$ cat config.mk
export PLATFORM = sky130hd
export DESIGN_NAME = ushift_reg
export DESIGN_NICKNAME = d
export VERILOG_FILES = /design/src/rtl/ushift_reg_pkg.sv /design/src/rtl/ushift_reg_step.sv /design/src/rtl/ushift_reg.sv
export SDC_FILE = /design/constraint.sdc
export NUM_CORES = 1
export LEC_CHECK = 0
export ABC_AREA = 0
export BUFFER_PORTS_ARGS = -buffer_cell sky130_fd_sc_hd__buf_2
export CAP_MARGIN = 25
export CORE_MARGIN = 8
export CORE_UTILIZATION = 55
export CTS_CLUSTER_DIAMETER = 150
export CTS_CLUSTER_SIZE = 28
export DETAILED_ROUTE_END_ITERATION = 8
export GPL_ROUTABILITY_DRIVEN = 0
export GPL_TIMING_DRIVEN = 0
export PLACE_DENSITY_LB_ADDON = 0.08
export SETUP_SLACK_MARGIN = 0.4
export SLEW_MARGIN = 20
export SYNTH_ARGS = -nofsm -noshare
export SYNTH_HDL_FRONTEND = slang
export SYNTH_SLANG_ARGS = --single-unit
$ cat constraint.sdc
create_clock -name clk -period 3.1 [get_ports clk]
set_input_delay 0 -clock clk [delete_from_list [all_inputs] [get_ports clk]]
set_output_delay 0 -clock clk [all_outputs]
set_load 0.01 [all_outputs]
$ cat src/rtl/ushift_reg_pkg.sv
// Shared op codes and FSM state encoding for the universal shift register.
// Also provides the helper that decides which ops may be issued as a burst.
package ushift_reg_pkg;

  typedef enum logic [2:0] {
    OP_NOP  = 3'b000,
    OP_LOAD = 3'b001,
    OP_SHR  = 3'b010,
    OP_SHL  = 3'b011,
    OP_ROR  = 3'b100,
    OP_ROL  = 3'b101,
    OP_ASR  = 3'b110,
    OP_CLR  = 3'b111
  } op_e;

  typedef enum logic {
    ST_IDLE = 1'b0,
    ST_RUN  = 1'b1
  } state_e;

  // Only the five shift/rotate ops can be repeated; NOP, LOAD and CLR are single-cycle.
  function automatic logic is_shift(input logic [2:0] o);
    return o inside {OP_SHR, OP_SHL, OP_ROR, OP_ROL, OP_ASR};
  endfunction

endpackage

$ cat src/rtl/ushift_reg_step.sv
// Combinational next-value function of the register for a single op.
// Shared by single-cycle ops and by every repetition of a burst.
module ushift_reg_step
  import ushift_reg_pkg::*;
#(
  parameter int WIDTH = 8
) (
  input  logic [WIDTH-1:0] q,
  input  logic [2:0]       op,
  input  logic [WIDTH-1:0] d,
  input  logic             sin_l,
  input  logic             sin_r,
  output logic [WIDTH-1:0] q_next
);

  always_comb begin
    q_next = q;
    case (op)
      OP_LOAD: q_next = d;
      OP_SHR:  q_next = {sin_l, q[WIDTH-1:1]};
      OP_SHL:  q_next = {q[WIDTH-2:0], sin_r};
      OP_ROR:  q_next = {q[0], q[WIDTH-1:1]};
      OP_ROL:  q_next = {q[WIDTH-2:0], q[WIDTH-1]};
      OP_ASR:  q_next = {q[WIDTH-1], q[WIDTH-1:1]};
      OP_CLR:  q_next = '0;
      default: q_next = q;
    endcase
  end

endmodule

$ cat src/rtl/ushift_reg.sv
// Universal shift register with single-cycle ops and counted shift bursts.
// A burst latches op and count, then shifts once per cycle under busy/done.
module ushift_reg
  import ushift_reg_pkg::*;
#(
  parameter  int WIDTH = 8,
  localparam int CNT_W = $clog2(WIDTH + 1)
) (
  input  logic             clk,
  input  logic             rst,
  input  logic [2:0]       op,
  input  logic [WIDTH-1:0] d,
  input  logic             sin_l,
  input  logic             sin_r,
  input  logic             start,
  input  logic [CNT_W-1:0] n,
  output logic [WIDTH-1:0] q,
  output logic             sout_l,
  output logic             sout_r,
  output logic             busy,
  output logic             done
);

  state_e           state_reg, state_next;
  logic [WIDTH-1:0] q_reg, q_next;
  logic [CNT_W-1:0] cnt_reg, cnt_next;
  logic [2:0]       op_reg, op_next;
  logic             busy_reg, busy_next;
  logic             done_reg, done_next;
  logic [2:0]       step_op;
  logic [WIDTH-1:0] step_q;

  // During a burst the latched op drives the datapath; the live op is ignored.
  assign step_op = (state_reg == ST_RUN) ? op_reg : op;

  ushift_reg_step #(.WIDTH(WIDTH)) u_step (
    .q      (q_reg),
    .op     (step_op),
    .d      (d),
    .sin_l  (sin_l),
    .sin_r  (sin_r),
    .q_next (step_q)
  );

  always_ff @(posedge clk) begin
    if (rst) begin
      state_reg <= ST_IDLE;
      q_reg     <= '0;
      cnt_reg   <= '0;
      op_reg    <= OP_NOP;
      busy_reg  <= 1'b0;
      done_reg  <= 1'b0;
    end else begin
      state_reg <= state_next;
      q_reg     <= q_next;
      cnt_reg   <= cnt_next;
      op_reg    <= op_next;
      busy_reg  <= busy_next;
      done_reg  <= done_next;
    end
  end

  always_comb begin
    state_next = state_reg;
    q_next     = q_reg;
    cnt_next   = cnt_reg;
    op_next    = op_reg;
    busy_next  = busy_reg;
    done_next  = 1'b0;
    case (state_reg)
      ST_RUN: begin
        q_next   = step_q;
        cnt_next = cnt_reg - CNT_W'(1);
        if (cnt_reg == CNT_W'(1)) begin
          state_next = ST_IDLE;
          busy_next  = 1'b0;
          done_next  = 1'b1;
        end
      end
      default: begin
        if (start && is_shift(op)) begin
          // Acceptance edge performs no shift; a zero count completes immediately.
          if (n != '0) begin
            op_next    = op;
            cnt_next   = n;
            state_next = ST_RUN;
            busy_next  = 1'b1;
          end else begin
            done_next = 1'b1;
          end
        end else begin
          q_next = step_q;
        end
      end
    endcase
  end

  assign q      = q_reg;
  assign sout_l = q_reg[WIDTH-1];
  assign sout_r = q_reg[0];
  assign busy   = busy_reg;
  assign done   = done_reg;

endmodule

* Word-level counts from Yosys, hierarchy flattened *
Cells that the tools add are included.

word-level totals
  flip-flop bits (word level) = 18

cells by class
  $add $sub $neg = 1
  equality and inequality tests = 15
  muxes and demuxes = 19
  bitwise operators = 1
  reduce and logical (&&, ||, !) cells = 8

operators by type and width
  kind                   count
  $pmux W8 S7            1
  $eq A3 B3 Y1 const B   7
  $mux W8                2
  $eq A3 B2 Y1 const B   4
  $mux W1                12
  $mux W4                3
  $reduce_and A3 Y1      2
  $reduce_bool A5 Y1     1
  $eq A4 B1 Y1 const B   1
  $reduce_bool A2 Y1     2
  $reduce_bool A4 Y1     1
  $sub A4 B1 Y4 const B  1
  $eq A3 B1 Y1 const B   1
  $mux W3                1
  $ne A2 B1 Y1 const B   1
  $ne A2 B2 Y1 const B   1
  $reduce_and A2 Y1      1
  $logic_and A1 B1 Y1    1
  $not A1 Y1             1

* Depth between registers and ports, before layout *
Gate-level depths: netlist of run 1.

  depth in word-level cells = 5
  mapped depth = 7
  depth with buffers taken out = 6

* By module *
Synthesis of run 1 repeated with hierarchy kept, for this count alone.

unflattened totals
  cell total of the unflattened synthesis = 153
  area total of the unflattened synthesis = 1,297.5 µm²

modules (own cells, without submodules)
  module           instances  cells an instance  area each (µm²)  seq. area each (µm²)
  ushift_reg       1          102                984.7            360.3
  ushift_reg_step  1          51                 312.8            0.0

* Worst setup path after synthesis of run 1 *
OpenSTA, ideal clock, no wires.

  path type = register to register
  start = reg state_reg
  end = reg q_reg[0] (netlist: q[0])
  arrival time = 1.422 ns
  data required time = 2.980 ns
  setup slack = 1.558 ns
  cell stages (with the launch flop) = 6
  cells stage by stage = dfxtp_1 > buf_2 > mux2i_1 > a21o_1 > a311oi_1 > a211o_1

between the ends
  cells in the longest elaborated chain, start to end = 5
  elaborated cells on any way between the ends = 12
  those cells by class = eq/ne: 8; mux: 4

ends and longest elaborated chain
  element                               line                   text
  from (decl)                           ushift_reg.sv:24       state_e state_reg, state_next;
  from (signal assigned)                ushift_reg.sv:54       state_reg <= state_next;
  $mux W3                               ushift_reg.sv:34       assign step_op = (state_reg == ST_RUN) ? op_reg : op;
  $eq A3 B3 Y1 (tied with other cells)  ushift_reg_step.sv:18  case (op)
  $pmux W8 S7                           ushift_reg_step.sv:18
  $mux W8                               ushift_reg.sv:81       if (start && is_shift(op)) begin
  $mux W8                               ushift_reg.sv:70       case (state_reg)
  to (signal assigned)                  ushift_reg.sv:55       q_reg <= q_next;
  to (decl)                             ushift_reg.sv:25       logic [WIDTH-1:0] q_reg, q_next;

Several ways; a longest one is shown, not always the timed one. The select of a mux whose other input is x is not followed.
A chain may end at the register's enable or synchronous reset.

* Worst setup path in the final report of run 1 *
  start = in n[2]
  end = reg cnt_reg[0]

between the ends
  cells in the longest elaborated chain, start to end = 3

ends and longest elaborated chain
  element                       line              text
  from (decl)                   ushift_reg.sv:16  input logic [CNT_W-1:0] n,
  $reduce_bool A4 Y1            ushift_reg.sv:83  if (n != '0) begin
  $reduce_bool A2 Y1 (no line)  --
  $reduce_and A2 Y1 (no line)   --
  to (signal assigned)          ushift_reg.sv:56  cnt_reg <= cnt_next;
  to (decl)                     ushift_reg.sv:26  logic [CNT_W-1:0] cnt_reg, cnt_next;

Every way passes these cells.

==> flow_summary_export.csv, run 1 <==
group,metric,value,unit
cells_and_area,largest_register_ffs,8,
timing,slew_viol_final,0,
timing,fin_crit_sh,61.5,%
synth,ys_warn_count,0,
die,initial_utilization,56.5,%
clock_tree,cts_buffers,3,
die,num_rows,17,
grt,grt_pass1_wl,5530,µm
drt,wire_per_inst,15.3,µm
timing,tightest_slew,983,ps
die,fp.dieH,63.0,µm
setup_path,path_cells,"dlygate4sd3_1 > buf_2 > nor4_1 > nor3_1 > a211oi_1 > nor3_1",
synth,yosysTopAreaCellShare,29.7,%
synth,ys_types,46,
worst_hold_path,worst_hold_path_type,"primary input to flop",
setup_path,startpoint_type,"primary input",
timing,grt_setup_unrepaired,"no",
cells_and_area,fin_nets,206,
power,power.total,662,µW
grt,grt_use_total,16.6,%
setup_path,crit_top_cell,"nor3_1",
die,core-area,0.00215,mm²
cells_and_area,multi_input_area,741,µm²
synth,ys.flop_type,"dfxtp_1",
setup_path,cpPeakStageDelay,840,ps
synth,synth_edf_count,0,
synth,synth_nets,167,
cells_and_area,register_area,360,µm²
run,maxCapViolCount,0,
die,fp.dieW,63.0,µm
setup_path,worstPathMaxFanout,4,
setup_path,crit_type,"primary input to flop",
timing,period_needed,1910,ps
run_status,outcome,"finished clean",
synth,synth_compound_area_share,28.1,%
drt,drtAntennaViolNets,0,
cells_and_area,stdcell_count,211,
clock_tree,clkSinkCount,18,
setup_path,endpoint_kind,"flop",
cells_and_area,antenna_cells,0,
setup_path,cp_top_family,"simple AND/OR/NAND/NOR gates",
grt,overflow,0,
clock_tree,hold_buffers,5,
drt,drtIter0Drc,57,
synth,ys_async_sr_fraction,0,%
clock_tree,ctsResizeCount,0,
cells_and_area,drive_gt1_share,27.3,%
power,vdd_drop_max,354,µV
grt,antenna_found_initial,0,
setup_path,required,3300,ps
clock_tree,cts_htree_levels,1,
synth,syn_area,0.00121,mm²
clock_tree,clock_path_buffers,2,
power,powerDensity,447,mW/mm²
synth,synthTopCellsByArea,"dfxtp_1, a21oi_1, mux2i_1, buf_6, a211oi_1",
synth,synthAdderAreaFrac,2.06,%
timing,slew_headroom,33.8,%
cells_and_area,fillCellCount,199,
clock_tree,clockRootBuffer,"clkbuf_4",
setup_path,cp.buffers_inverters,2,
die,io-pin-count,32,
clock_tree,clkSlewWorstSetupHoldPaths,120,ps
setup_path,crit_slowest_cell,"nor4_1",
synth,synth_xor_area_share,2.16,%
grt,grt_start_max_net_pins,11,
synth,yosys.cell_count.top_type,"dfxtp_1",
drt,firstDrtPassIters,4,
synth,synth-seq-area-share,29.7,%
drt,drt_drc_violations_left,0,
setup_path,arrival,2110,ps
die,die-area,0.00397,mm²
drt,dr_total_vias,1238,
placed_design,dp.cells,202,
timing,fin_setup_tns,0,ps
synth,syn_area_per_cell,8.37,µm²
timing,setup_violations,0,
placed_design,portBuffers,29,
synth,yosys.area.top_type,"dfxtp_1",
power,p_leak,0.623,nW
synth,ys_ff_latch,18,
synth,synth_mux_area_share,4.12,%
drt,via_per_inst,5.87,
drt,drt-total-wl,3240,µm
timing,finalHoldViolations,0,
cells_and_area,area_growth,22.0,%
clock_tree,cts_tree,"yes",
timing,max_clock_freq,0.524,GHz
synth,synth_top_family_by_area,"compound AO/OA/AOI/OAI gates",
clock_tree,clk-insertion-delay-late,310,ps
grt,grt_pass1_vias,1157,
synth,netlist_instances,145,
clock_tree,cts_setup_buffers,0,
synth,synth-simple-area-share,24.5,%
timing,fin_worst_skew,10.6,ps
placed_design,place_hpwl,2410,µm
synth,netlist_top_cells_count,"dfxtp_1, a21oi_1, nor2_1, nand2_1",
-- cell type report --
cell class,instances,area share (%)
clock buffers,4,2.45
plain buffers,13,6.09
repair buffers,34,13.2
inverters,6,1.52
flip-flops and latches,18,24.3
multi-input cells,108,50.0
well taps,28,2.37
-- cell families (layout without fill, tap and decap cells) --
group / Yosys count / count (layout)
fa+ha+maj: 2 / 2
xor+xnor: 3 / 3
mux: 5 / 5
compound gates: 51 / 51
flops: 18 / 18
buf+inv: 19 / 57
simple gates: 47 / 47
-- tightest hold or removal path, cell delays in order --
cell and delay [ps]:
buf_2 90, o2bb2ai_1 100, o21a_1 100
-- cell usage in the layout (no fill, tap or decap), types with 3 or more instances in the layout --
| cell type | netlist | layout |
|---|---|---|
| nand2b_1 | 3 | 3 |
| nor2b_1 | 3 | 3 |
| inv_1 | 6 | 6 |
| buf_2 | 3 | 32 |
| clkbuf_4 | 0 | 3 |
| o22ai_1 | 6 | 6 |
| clkbuf_1 | 4 | 4 |
| mux2i_1 | 5 | 5 |
| nand2_1 | 8 | 8 |
| a311oi_1 | 4 | 4 |
| a21boi_1 | 4 | 4 |
| nor2_1 | 10 | 10 |
| nor4_1 | 3 | 3 |
| nor3_1 | 3 | 3 |
| dfxtp_1 | 18 | 18 |
| buf_6 | 4 | 4 |
| a211oi_1 | 5 | 5 |
| xnor2_1 | 3 | 3 |
| a21oi_1 | 17 | 17 |
| dlygate4sd3_1 | 0 | 5 |
-- path summary, 6_finish.rpt --
| check | start | endpoint | slack [ps] | cells past startpoint |
|---|---|---|---|---|
| setup reg to reg | state_reg | q[0] | 1220 | 5 |
| hold reg to reg | q[3] | q[4] | 530 | 2 |
| hold / removal | n[1] | cnt_reg[1] | 20 | 3 |
| setup / recovery | n[2] | cnt_reg[0] | 1190 | 6 |
-- per-layer routing --
layer | routed length, µm | global-route usage (%)
met1 | 1510 | 21.1
met2 | 1540 | 26.4
met3 | 167 | 5.73
met4 | 19 | 3.42
met5 | 0 | 0
-- through the flow --
step / instance area, µm² / utilization, % / worst slack (ps) / hold slack (ps)
floorplan: 1210 / - / 1560 / 143
global placement: 1390 / 64.9 / 1260 / 256
detailed placement: 1390 / 64.9 / 1230 / 283
CTS: 1480 / 68.9 / 1210 / 11.4
global route: 1480 / 68.9 / 1020 / 49.2
finish: 1480 / 68.9 / 1190 / 15.6
-- where the power goes --
part	switching, mW	total (mW)	internal [mW]	leakage [nW]
combinational	0.117	0.223	0.106	0.454
sequential	0.0278	0.285	0.257	0.148
clock	0.0823	0.154	0.0719	0.0210
No activity file was read; power rests on OpenSTA's default activity.
==> run 2: changes to the inputs <==
ABC_AREA = 1   (was 0)
CORE_UTILIZATION = 51   (was 55)
clock period = 1.8 ns   (was 3.1 ns; I/O delays follow)
==> run 2 against run 1 <==
Sequential power is 73% higher. Sequential share of layout area down 2.2 points. Critical endpoint is now q[1]. First-iteration DRC count grew 40%. Die area is 1.1% higher. Clock-buffer cell count stayed put. Non-clock buffer count is 7 higher. Clock skew down 1.9 ps. Combinational power grew 120%.
==> flow_summary_export.csv, run 2 <==
group,metric,value,unit
run_status,outcome,"finished clean",
setup_path,cpPeakStageDelay,380,ps
die,fp.dieW,63.3,µm
clock_tree,cts_htree_levels,1,
worst_hold_path,min_from,"d[5]",
setup_path,critPathLaunch,"state_reg",
power,pwr-share-seq,39.8,%
power,vdd_drop_max,629,µV
timing,max_clock_freq,0.729,GHz
drt,via_per_inst,5.07,
synth,synth_edf_count,0,
placed_design,place_ws,391,ps
synth,synth_nets,185,
drt,wire_per_inst,13.1,µm
die,initial_utilization,52.7,%
worst_hold_path,worst_hold_path_type,"primary input to flop",
cells_and_area,fin_nets,241,
drt,dr_total_vias,1247,
timing,fin_worst_skew,8.71,ps
grt,grt_busiest_layer,"met2",
setup_path,worstPathMaxFanout,6,
setup_path,arrival,1570,ps
synth,yosys.cell_count.top_type,"nand2_1",
timing,grt_setup_unrepaired,"yes",
die,io-pin-count,32,
setup_path,crit_slowest_cell,"dfxtp_4",
clock_tree,clkSinkCount,18,
placed_design,portBuffers,31,
grt,overflow,0,
grt,grtUsageMet2,26.4,%
grt,grtUsageMet3,2.83,%
die,core-area,0.00217,mm²
grt,grt_start_max_net_pins,11,
grt,grt_pass1_vias,1184,
setup_path,crit_top_cell,"nand2_4",
setup_path,startpoint_type,"flop",
clock_tree,clock_path_buffers,2,
synth,ys_async_sr_fraction,0,%
cells_and_area,final_common_cell,"nand2_1",
synth,ys.flop_type,"dfxtp_1",
cells_and_area,mostFrequentLayoutCells,"nand2_1, buf_2, a21oi_1, inv_1, dfxtp_1",
cells_and_area,antenna_cells,0,
die,num_rows,17,
synth,netlist_top_cells_count,"nand2_1, a21oi_1, dfxtp_1, inv_1, nor2_1",
timing,fin_crit_sh,76.2,%
cells_and_area,largest_register_ffs,8,
grt,grt_pass1_wl,5160,µm
synth,netlist_instances,163,
cells_and_area,area_growth,43.9,%
grt,use_met1,18.6,%
run,maxCapViolCount,0,
timing,finalHoldViolations,0,
synth,syn_area,0.00114,mm²
drt,drt_drc_violations_left,0,
power,power.share.switching,36.6,%
drt,drtAntennaViolNets,0,
power,p_clk_share,20.9,%
synth,ys_ff_latch,18,
drt,drtIter0Drc,80,
setup_path,cp.buffers_inverters,2,
timing,slew_headroom,75.2,%
setup_path,reg2reg_from,"state_reg",
setup_path,required,2000,ps
timing,period_needed,1370,ps
timing,fin_ws,429,ps
clock_tree,cts_buffers,3,
power,power_switching,453,µW
synth,ys_types,28,
grt,antenna_found_initial,0,
power,powerDensity,753,mW/mm²
synth,syn_area_per_cell,7.01,µm²
synth,synth-seq-area-share,31.5,%
clock_tree,cts_tree,"yes",
timing,tightest_slew,371,ps
synth,ys_warn_count,0,
drt,drt-total-wl,3220,µm
power,p_int,784,µW
placed_design,place_hpwl,2180,µm
cells_and_area,drive_gt1_share,36.7,%
grt,grt_use_total,15.2,%
setup_path,cp_top_family,"flip-flops",
die,fp.dieH,63.3,µm
die,die-area,0.00401,mm²
timing,setup_violations,0,
setup_path,path_cells,"buf_8 > nand2_4 > nand2_4 > nor2_8 > buf_6 > nor2_4 > a22oi_1 > a21oi_1",
clock_tree,clkSlewWorstSetupHoldPaths,110,ps
power,p_comb_share,39.3,%
clock_tree,clockRootBuffer,"clkbuf_4",
timing,slew_viol_final,0,
power,power.total,1.24,mW
power,p_leak,0.805,nW
synth,yosysTopAreaCellShare,31.5,%
clock_tree,clk-insertion-delay-late,300,ps
setup_path,crit_type,"flop to flop",
synth,yosys.area.top_type,"dfxtp_1",
timing,fin_setup_tns,0,ps
synth,synthTopCellsByArea,"dfxtp_1, nand2_1, a21oi_1, inv_1, nand2_4",
drt,firstDrtPassIters,4,
setup_path,endpoint_kind,"flop",
run 2: changes by cell type after synthesis, moves of 4 or more:
cell,delta
a211oi_1,-5
a21boi_1,-4
a311oi_1,-4
clkbuf_1,-4
inv_1,+12
mux2i_1,-5
nand2_1,+28
nand2_4,+5
nand3_1,+10
o21ai_1,+4
o22ai_1,-6
run 2: worst min-delay path, stage by stage:
cell and delay [ps]:
buf_2 80, nand2_1 40, nand4_1 80, nand2_1 50, inv_1 50
run 2: cell families (layout without fill, tap and decap cells):
kind of cell | count (synthesis) | count (layout) | synth area share, %
AO/OA/AOI/OAI | 34 | 34 | 16.0
XOR/XNOR | 1 | 1 | 0.767
adder cells (fa/ha/maj) | 2 | 2 | 2.19
buffers and inverters | 26 | 80 | 10.8
flip-flops | 18 | 18 | 31.5
AND/OR/NAND/NOR | 82 | 83 | 38.7
run 2: final cells by class:
class                      instances  area, µm²
tap                               28       35.0
sequential                        18        364
fill                             178        526
clock buffer                       4       36.3
inverter                          22        100
timing repair buffer              50        342
buffer                             4       37.5
multi-input combinational        120        729
run 2: metrics by stage:
| stage | cells | utilization (%) | cell area [µm²] | hold WS [ps] |
|---|---|---|---|---|
| final | 246 | 75.8 | 1640 | 9.46 |
| after floorplan | 163 | - | 1140 | 139 |
| after detailed placement | 222 | 61.4 | 1330 | 286 |
| after global routing | 246 | 75.8 | 1640 | 50.1 |
| after CTS | 239 | 68.9 | 1490 | 9.68 |
| after global placement | 222 | 61.4 | 1330 | 268 |
run 2: what timing repair did:
item,CTS,global route
buffers inserted,2,6
setup endpoints to repair,2,8
hold buffers,11,0
gates cloned,0,1
hold endpoints to repair,10,0
gates resized for setup,0,22
pin swaps,1,8
run 2: metal layers:
metal	vias up	wire, µm
met1	558	1370
met4	0	19
met5	-	0
met2	42	1640
li1	645	-
met3	2	184
run 2: worst paths after layout:
kind	end	slack, ps	cells after the start
min reg2reg	cnt_reg[1]	490	2
min	q[5]	9	5
max	q[1]	430	8
max reg2reg	q[1]	430	8
run 2: power by group through the flow:
stage | logic, mW | registers, mW | clock network (mW)
2_1_floorplan | 0.262 | 0.501 | 0
3_3_place_gp | 0.376 | 0.492 | 0
3_5_place_dp | 0.384 | 0.494 | 0
4_1_cts | 0.411 | 0.486 | 0.260
5_1_grt | 0.538 | 0.500 | 0.281
6_report | 0.487 | 0.492 | 0.259
